[src/rtl/serial_subtractor_8bit.sv]
// serial_subtractor_8bit
//   Bit-serial subtractor computing a - b one bit per clock, LSB first,
//   using a single full-subtractor cell, two operand shift registers, a
//   result shift register and a two-state controller.
//
// Ports
//   i_clk       rising-edge clock
//   i_rst       synchronous, active-high reset
//   i_start     operation request, accepted only while o_busy is low
//   i_a         minuend, captured on the accepting edge
//   i_b         subtrahend, captured on the accepting edge
//   o_diff      a - b mod 2^WIDTH, holds the last completed result
//   o_borrow    1 when unsigned a < b, holds the last completed result
//   o_overflow  two's-complement overflow of a - b, holds the last result
//   o_busy      high while an operation is in progress
//   o_done      one-cycle pulse when o_diff/o_borrow/o_overflow are new
module serial_subtractor_8bit #(
  parameter int unsigned WIDTH = 8
) (
  input  logic             i_clk,
  input  logic             i_rst,
  input  logic             i_start,
  input  logic [WIDTH-1:0] i_a,
  input  logic [WIDTH-1:0] i_b,
  output logic [WIDTH-1:0] o_diff,
  output logic             o_borrow,
  output logic             o_overflow,
  output logic             o_busy,
  output logic             o_done
);

  localparam int unsigned CNT_W = (WIDTH > 1) ? $clog2(WIDTH) : 1;
  localparam logic [CNT_W-1:0] LAST_BIT = CNT_W'(WIDTH - 1);

  typedef enum logic [0:0] {
    S_IDLE = 1'b0,
    S_RUN  = 1'b1
  } state_t;

  // Controller state
  state_t           r_state;
  state_t           w_state_nxt;
  logic             w_accept;
  logic             w_finish;

  // Datapath registers
  logic [WIDTH-1:0] r_a_sh;
  logic [WIDTH-1:0] r_b_sh;
  logic [WIDTH-1:0] r_res;
  logic             r_bin;
  logic [CNT_W-1:0] r_cnt;

  // Output registers
  logic [WIDTH-1:0] r_diff;
  logic             r_borrow;
  logic             r_overflow;
  logic             r_busy;
  logic             r_done;

  // Full-subtractor cell and completion terms
  logic             w_a_bit;
  logic             w_b_bit;
  logic             w_d_bit;
  logic             w_bout;
  logic             w_last;
  logic             w_ovf;
  logic [WIDTH-1:0] w_res_nxt;

  // Single full-subtractor cell working on the operand LSBs
  always_comb begin
    w_a_bit   = r_a_sh[0];
    w_b_bit   = r_b_sh[0];
    w_d_bit   = w_a_bit ^ w_b_bit ^ r_bin;
    w_bout    = (~w_a_bit & w_b_bit) | (~(w_a_bit ^ w_b_bit) & r_bin);
    w_res_nxt = {w_d_bit, r_res[WIDTH-1:1]};
    w_last    = (r_cnt == LAST_BIT);
    // On the last bit the operand LSBs are the original sign bits, so the
    // overflow test needs no separately stored copy of a and b.
    w_ovf     = (w_a_bit != w_b_bit) && (w_d_bit != w_a_bit);
  end

  // State register
  always_ff @(posedge i_clk) begin
    if (i_rst) begin
      r_state <= S_IDLE;
    end else begin
      r_state <= w_state_nxt;
    end
  end

  // Next-state and control decode
  always_comb begin
    w_state_nxt = r_state;
    w_accept    = 1'b0;
    w_finish    = 1'b0;
    case (r_state)
      S_IDLE: begin
        if (i_start) begin
          w_state_nxt = S_RUN;
          w_accept    = 1'b1;
        end
      end
      S_RUN: begin
        if (w_last) begin
          w_state_nxt = S_IDLE;
          w_finish    = 1'b1;
        end
      end
      default: begin
        w_state_nxt = S_IDLE;
      end
    endcase
  end

  // Operand capture, bit shifting, borrow chain and bit counter
  always_ff @(posedge i_clk) begin
    if (i_rst) begin
      r_a_sh <= '0;
      r_b_sh <= '0;
      r_res  <= '0;
      r_bin  <= 1'b0;
      r_cnt  <= '0;
    end else if (w_accept) begin
      r_a_sh <= i_a;
      r_b_sh <= i_b;
      r_res  <= '0;
      r_bin  <= 1'b0;
      r_cnt  <= '0;
    end else if (r_state == S_RUN) begin
      r_a_sh <= r_a_sh >> 1;
      r_b_sh <= r_b_sh >> 1;
      r_res  <= w_res_nxt;
      r_bin  <= w_bout;
      r_cnt  <= w_last ? '0 : r_cnt + CNT_W'(1);
    end
  end

  // Result registers change only on completion; busy/done track the FSM
  always_ff @(posedge i_clk) begin
    if (i_rst) begin
      r_diff     <= '0;
      r_borrow   <= 1'b0;
      r_overflow <= 1'b0;
      r_busy     <= 1'b0;
      r_done     <= 1'b0;
    end else begin
      r_busy <= (w_state_nxt == S_RUN);
      r_done <= w_finish;
      if (w_finish) begin
        r_diff     <= w_res_nxt;
        r_borrow   <= w_bout;
        r_overflow <= w_ovf;
      end
    end
  end

  assign o_diff     = r_diff;
  assign o_borrow   = r_borrow;
  assign o_overflow = r_overflow;
  assign o_busy     = r_busy;
  assign o_done     = r_done;

endmodule

[config.mk]
export PLATFORM = sky130hd
export DESIGN_NAME = serial_subtractor_8bit
export DESIGN_NICKNAME = d
export VERILOG_FILES = /design/src/rtl/serial_subtractor_8bit.sv
export SDC_FILE = /design/constraint.sdc
export NUM_CORES = 1
export LEC_CHECK = 0
export CAP_MARGIN = 0
export CELL_PAD_IN_SITES_DETAIL_PLACEMENT = 1
export CELL_PAD_IN_SITES_GLOBAL_PLACEMENT = 1
export CORE_MARGIN = 2
export CORE_UTILIZATION = 35
export DETAILED_ROUTE_END_ITERATION = 12
export HOLD_SLACK_MARGIN = 0.03
export PLACE_DENSITY = 0.82
export SETUP_SLACK_MARGIN = 0.1
export SYNTH_ARGS = -nofsm -noshare
export SYNTH_HDL_FRONTEND = slang
export SYNTH_SLANG_ARGS = --single-unit
[constraint.sdc]
create_clock -name i_clk -period 1.4 [get_ports i_clk]
set_input_delay 0.14 -clock i_clk [delete_from_list [all_inputs] [get_ports i_clk]]
set_output_delay 0.14 -clock i_clk [all_outputs]
set_load 0.05 [all_outputs]
==> flow_summary.yaml, run 1 <==
clocking:
  clock_path_buffers: 2
  clk_transition_reported_paths_ns: 0.08
  root_buffer_cell: "clkbuf_8"
  cts_max_level: 2
  clock_sink_count: 39
  tritoncts: "done"
  clk-insertion-delay-late_ns: 0.30
  tritoncts.num_buffers: 5
detailed_routing:
  drtAntennaViolNets: 0
  avgViaCountPerCell: 4.85
  detailroute.via_count: 1309
  firstDrtPassIters: 4
  route.detailed.wl_per_inst_um: 14.7
  postRouteWirelength_um: 3960
  drc: 0
  drt_iter0_markers: 58
floorplan:
  placeableCoreArea_mm2: 0.00511
  core.rowCount: 26
  ios: 31
  design.die.area_mm2: 0.00588
  die_h_um: 76.7
  initial_core_util_pct: 36.2
  fp.dieW_um: 76.7
worst_setup_path:
  criticalPathCategory: "flop to flop"
  timing.critical_path.to_type: "flop"
  crit_arrival_ns: 1.49
  max_stage_delay_ns: 0.57
  worst_setup_path_start_kind: "flop"
  crit_slowest_cell: "fa_2"
  crit_chain: "inv_2, fa_2, xor2_1, o32ai_1"
  crit_path_max_fanout: 3
  reg2reg_slack_ns: 0.09
  worstPathRequired_ns: 1.57
run:
  max_cap_violation_count: 0
synthesis:
  synthCells: 164
  synth-warning-count: 0
  synth_cell_type_count: 32
  post_synth_main_area_contributors: "dfxtp_1 42%, mux2i_1 14%, a211oi_2 8.1%"
  netlist.top_cell.by_area: "dfxtp_1"
  synth.ff_latch_count: 39
  synth.cell_area_mm2: 0.00185
  synth_largest_type_area_fraction_pct: 42.2
  synth_area_per_cell_um2: 11.3
  synth-seq-area-share_pct: 42.2
  synth_nets: 187
finish:
  area_growth_synth_to_finish_pct: 29.6
  final_cell_count_no_fill: 270
  diodes: 0
  utilization_pct: 46.9
  layout.nets: 222
  fill_cell_instance_count_of_the_final_layout: 568
  share_of_final_layout_standard_cells_stronger_than_drive_strength_1_pct: 37.0
sta:
  slew_headroom_pct: 77.3
  slew_viol_final: 0
  post_route_setup_tns_ns: 0
  final.period_utilization_pct: 93.9
  fmax_ghz: 0.761
  fin_crit_ns: 1.31
  fin_skew_ns: 0.0120
  unrepaired_setup_endpoints_after_global_routing: "true"
  timing.final.hold_violations: 0
  actual_slew_at_the_worst_max_slew_pin_ns: 0.340
  finalSetupViolCount: 0
global_routing:
  grt_overflow: 0
  grt_antenna_before_repair: 0
  grt_use_total_pct: 14.4
  grt_first_pass_wirelength_um: 6710
  pin_count_of_the_biggest_net_entering_global_routing: 27
  via_count_of_the_first_global_routing_pass: 1380
power_and_ir_drop:
  pwr_density_mw_per_mm2: 1010
  power.combinational.fraction_pct: 16.1
  share_clk_of_total_power_pct: 34.3
  peakVddDrop_uv: 510
  power_switching_share_pct: 26.9
  switchingPower_mw: 0.649
  power_report.internal_total_mw: 1.76
  pwr-share-seq_pct: 49.6
  power.leakage_nw: 0.923
worst_hold_path:
  holdCritPathClass: "input pin to flop"
placement:
  dp_hpwl_um: 2770
  place_inst: 261
  port_buffers: 30
  routabilityCongestion: 0.729
outcome:
  run_status: "complete, no violations"
-- cells in the mapped netlist --
library cell  count
a2111oi_2         1
a211oi_1          4
a211oi_2         12
a21bo_1           1
a21bo_2           7
a21oi_1           8
a21oi_2           1
and2_1            1
and2b_1           1
buf_1             2
buf_2             4
buf_4             3
buf_6             4
buf_8             1
clkbuf_1          1
dfxtp_1          39
fa_1              1
ha_1              3
inv_1             2
inv_2             1
mux2i_1          25
nand2b_1          1
nand3_1           8
nand4bb_1         1
nor2_1            1
nor2b_1          16
nor3_1            2
nor3_2            9
o21ba_1           1
o32ai_1           1
or3b_1            1
xor2_1            1
-- worst paths after layout --
path | end | cells past startpoint | from
max | o_overflow$_SDFFE_PP0P_ | 4 | r_a_sh[0]$_SDFFE_PP0P_
min | o_done$_SDFF_PP0_ | 2 | i_rst
max reg2reg | o_overflow$_SDFFE_PP0P_ | 4 | r_a_sh[0]$_SDFFE_PP0P_
min reg2reg | o_overflow$_SDFFE_PP0P_ | 2 | o_overflow$_SDFFE_PP0P_
-- logic make-up after synthesis --
kind of cell    count (synthesis)  share of synthesized area, %
xor+xnor                        1                         0.474
buf+inv                        18                          6.77
compound gates                 36                          18.5
flops                          39                          42.2
simple gates                   41                          15.4
fa+ha+maj                       4                          3.11
mux                            25                          13.5
-- cell type report --
class                   count  area [um2]  share of cell area, %
multi-input cells         107         973                   40.6
flip-flops and latches     39         788                   32.9
repair buffers             43         438                   18.3
well taps                  70        87.6                   3.65
clock buffers               6        82.6                   3.44
clock inverters             2        16.3                  0.678
inverters                   3        11.3                  0.470
-- worst max-delay path, delay by kind of cell (launching register included) --
family | cells | cell delay [ns]
flops | 1 | 0.34
xor+xnor | 1 | 0.15
fa+ha+maj | 1 | 0.57
compound gates | 1 | 0.09
buf+inv | 1 | 0.04
-- power by group through the flow --
stage	registers (mW)	clock network [mW]	logic, mW
floorplan	1.22	0	0.255
global placement	1.22	0	0.374
detailed placement	1.22	0	0.385
CTS	1.20	0.856	0.394
global route	1.20	0.919	0.422
finish	1.20	0.828	0.388
-- registers in the layout, summed over array words and instances (netlist names) --
signal      count
o_done          1
r_bin           1
o_borrow        1
r_res           7
r_cnt           3
r_a_sh          8
o_busy          1
r_b_sh          8
o_diff          8
o_overflow      1
-- through the flow --
step           hold WS (ns)  power, mW  setup slack (ns)  cell area, um2
2_1_floorplan         0.335       1.47             0.118            1860
3_3_place_gp          0.467       1.59            0.0580            2260
3_5_place_dp          0.470       1.61            0.0265            2260
4_1_cts               0.242       2.45            0.0742            2400
5_1_grt               0.263       2.55           0.00695            2400
6_report              0.232       2.41            0.0855            2400
-- routing by layer --
layer,global-route usage [%],up-vias,share of wire [%]
met5,0,-,0
li1,-,654,-
met1,18.5,625,46
met3,3.53,7,3.4
met2,23.1,23,49
met4,6.00,0,1.6
-- what timing repair did --
| item | CTS | global route |
|---|---|---|
| resized for setup | 8 | 1 |
| hold buffers | 0 | 0 |
| cloned | 0 | 0 |
| buffers inserted | 1 | 0 |
| pin swaps | 2 | 0 |
| hold endpoints to repair | 0 | 0 |
| setup endpoints to repair | 14 | 11 |
-- cells in the final DEF (no fill, tap or decap), types with 2 or more instances in the layout --
cell type        count
nor2b_1             16
buf_12               6
a21oi_1              8
nor3_2               9
buf_4               19
dfxtp_1             35
nor3_1               2
a211oi_1             4
nand3_1              8
dfxtp_2              3
inv_2                2
clkbuf_8             6
a21bo_2              7
a211oi_2            12
ha_4                 2
clkdlybuf4s50_1     17
mux2i_1             25
(Power assumes the default switching activity.)
==> run 2, diff against run 1 <==
Settings changed: CAP_MARGIN 0 to 20, RECOVER_POWER set to 100.
==> run 2 against run 1 <==
Worst setup slack worse by 0.0053 ns. Critical path depth stayed put. Wire length is 0.56% higher. Sequential power hardly changed. Design area is 4.9% lower. Worst hold slack better by 0.0025 ns. Register-to-register slack hardly changed. Combinational power is 5.9% lower. Critical endpoint is now r_cnt[0]$_SDFFE_PP0P_. Largest cell class unchanged. Largest power group unchanged.
==> flow_summary.yaml, run 2 (same netlist as run 1, synthesis figures left out) <==
power_and_ir_drop:
  power.leakage_nw: 0.894
  pwr_density_mw_per_mm2: 1050
  switchingPower_mw: 0.635
  peakVddDrop_uv: 512
  share_clk_of_total_power_pct: 34.5
  power.combinational.fraction_pct: 15.3
  power_report.internal_total_mw: 1.75
  pwr-share-seq_pct: 50.2
  power_switching_share_pct: 26.6
  total_power_mw: 2.39
worst_setup_path:
  criticalPathCategory: "flop to flop"
  timing.critical_path.to_type: "flop"
  crit_family: "flip-flops"
  critical_path_buf_inv_count: 0
  crit_slowest_cell: "dfxtp_2"
  crit_path_max_fanout: 4
  critPathMostFrequentCell: "ha_4"
  crit_arrival_ns: 1.54
  max_stage_delay_ns: 0.35
  worst_setup_path_start_kind: "flop"
  crit_chain: "ha_4, ha_4, or3b_1, a211oi_1"
  worstPathRequired_ns: 1.62
detailed_routing:
  detailroute.via_count: 1321
  drt_iter0_markers: 59
  avgViaCountPerCell: 4.89
  route.detailed.wl_per_inst_um: 14.7
  postRouteWirelength_um: 3980
  drtAntennaViolNets: 0
  firstDrtPassIters: 4
  drc: 0
clocking:
  tritoncts.num_buffers: 5
  cts_hold_buffers: 0
  root_buffer_cell: "clkbuf_8"
  tritoncts: "done"
  clock_sink_count: 39
  clock_path_buffers: 2
  clk_transition_reported_paths_ns: 0.09
  clk-insertion-delay-late_ns: 0.30
  cts_max_level: 2
sta:
  fmax_ghz: 0.758
  timing.final.hold_violations: 0
  post_route_setup_tns_ns: 0
  slew_headroom_pct: 60.4
  fin_skew_ns: 0.0118
  finalSetupViolCount: 0
  final.period_utilization_pct: 94.3
  unrepaired_setup_endpoints_after_global_routing: "true"
  final_hold_slack_ns: 0.235
  fin_ws_ns: 0.0802
  actual_slew_at_the_worst_max_slew_pin_ns: 0.597
  fin_crit_ns: 1.32
  slew_viol_final: 0
finish:
  multi_input_comb_area_um2: 918
  share_of_final_layout_standard_cells_stronger_than_drive_strength_1_pct: 28.5
  final_cell_count_no_fill: 270
  sequential_cell_area_um2: 788
  diodes: 0
  layout.nets: 222
  area_growth_synth_to_finish_pct: 23.3
  utilization_pct: 44.7
  layout.cells.most_common: "dfxtp_1"
  layout.cell_area.non_filler_mm2: 0.00228
  top_library_cells_by_usage_in_the_layout_fill_and_taps_aside: "35 x dfxtp_1, 25 x mux2i_1, 16 x nor2b_1, 16 x clkdlybuf4s50_1, 10 x a211oi_1"
  fill_cell_instance_count_of_the_final_layout: 586
run:
  max_cap_violation_count: 0
global_routing:
  via_count_of_the_first_global_routing_pass: 1380
  pin_count_of_the_biggest_net_entering_global_routing: 27
  grt_first_pass_wirelength_um: 6710
  grt_use_total_pct: 14.4
  grt_antenna_before_repair: 0
  grt_overflow: 0
placement:
  dp_worst_setup_slack_ns: 0.0265
  place_inst: 261
  port_buffers: 30
  dp_hpwl_um: 2770
  routabilityCongestion: 0.729
  placed_area_mm2: 0.00226
floorplan:
  fp.dieW_um: 76.7
  initial_core_util_pct: 36.2
  die_h_um: 76.7
  placeableCoreArea_mm2: 0.00511
  design.die.area_mm2: 0.00588
  core.rowCount: 26
  ios: 31
outcome:
  run_status: "complete, no violations"
worst_hold_path:
  holdCritPathClass: "input pin to flop"
run 2: power by group through the flow:
stage | Sequential [mW] | Clock (mW) | Combinational, mW
after CTS | 1.20 | 0.856 | 0.394
final | 1.20 | 0.824 | 0.365
after global routing | 1.20 | 0.919 | 0.399
after detailed placement | 1.22 | 0 | 0.385
after global placement | 1.22 | 0 | 0.374
after floorplan | 1.22 | 0 | 0.255
run 2: worst paths after layout:
path,from,to,slack [ns],cells past startpoint
worst max-delay path,r_cnt[0]$_SDFFE_PP0P_,r_cnt[0]$_SDFFE_PP0P_,0.08,4
worst max register to register,r_cnt[0]$_SDFFE_PP0P_,r_cnt[0]$_SDFFE_PP0P_,0.08,4
worst min-delay path,i_rst,o_done$_SDFF_PP0_,0.23,2
worst min register to register,o_overflow$_SDFFE_PP0P_,o_overflow$_SDFFE_PP0P_,0.48,2
run 2: timing repair:
item	4_1_cts	5_1_grt
hold endpoints to repair	0	0
endpoints found under the setup margin	14	11
pin swaps	2	0
gates resized for setup	8	1
setup buffers	1	0
run 2: worst reg2reg max path, delay by kind of cell, from the launching register on:
kind	cells	cell delay, ns
adders and majority gates	2	0.33
and+or+nand+nor	1	0.35
AOI/OAI and AO/OA	1	0.20
DFF	1	0.35
run 2: final cells by class:
| cell class | count | share of cell area [%] |
|---|---|---|
| Multi-Input combinational cell | 107 | 40.3 |
| Tap cell | 70 | 3.84 |
| Sequential cell | 39 | 34.6 |
| Clock buffer | 6 | 3.62 |
| Clock inverter | 2 | 0.713 |
| Timing Repair Buffer | 43 | 16.5 |
| Inverter | 3 | 0.494 |
run 2: per-layer routing:
layer	global-route usage, %	part of all wire [%]	vias up
met1	18.5	47	634
met3	3.53	3.2	7
met5	0	0	-
met2	23.1	48	23
li1	-	-	657
met4	6.00	1.5	0
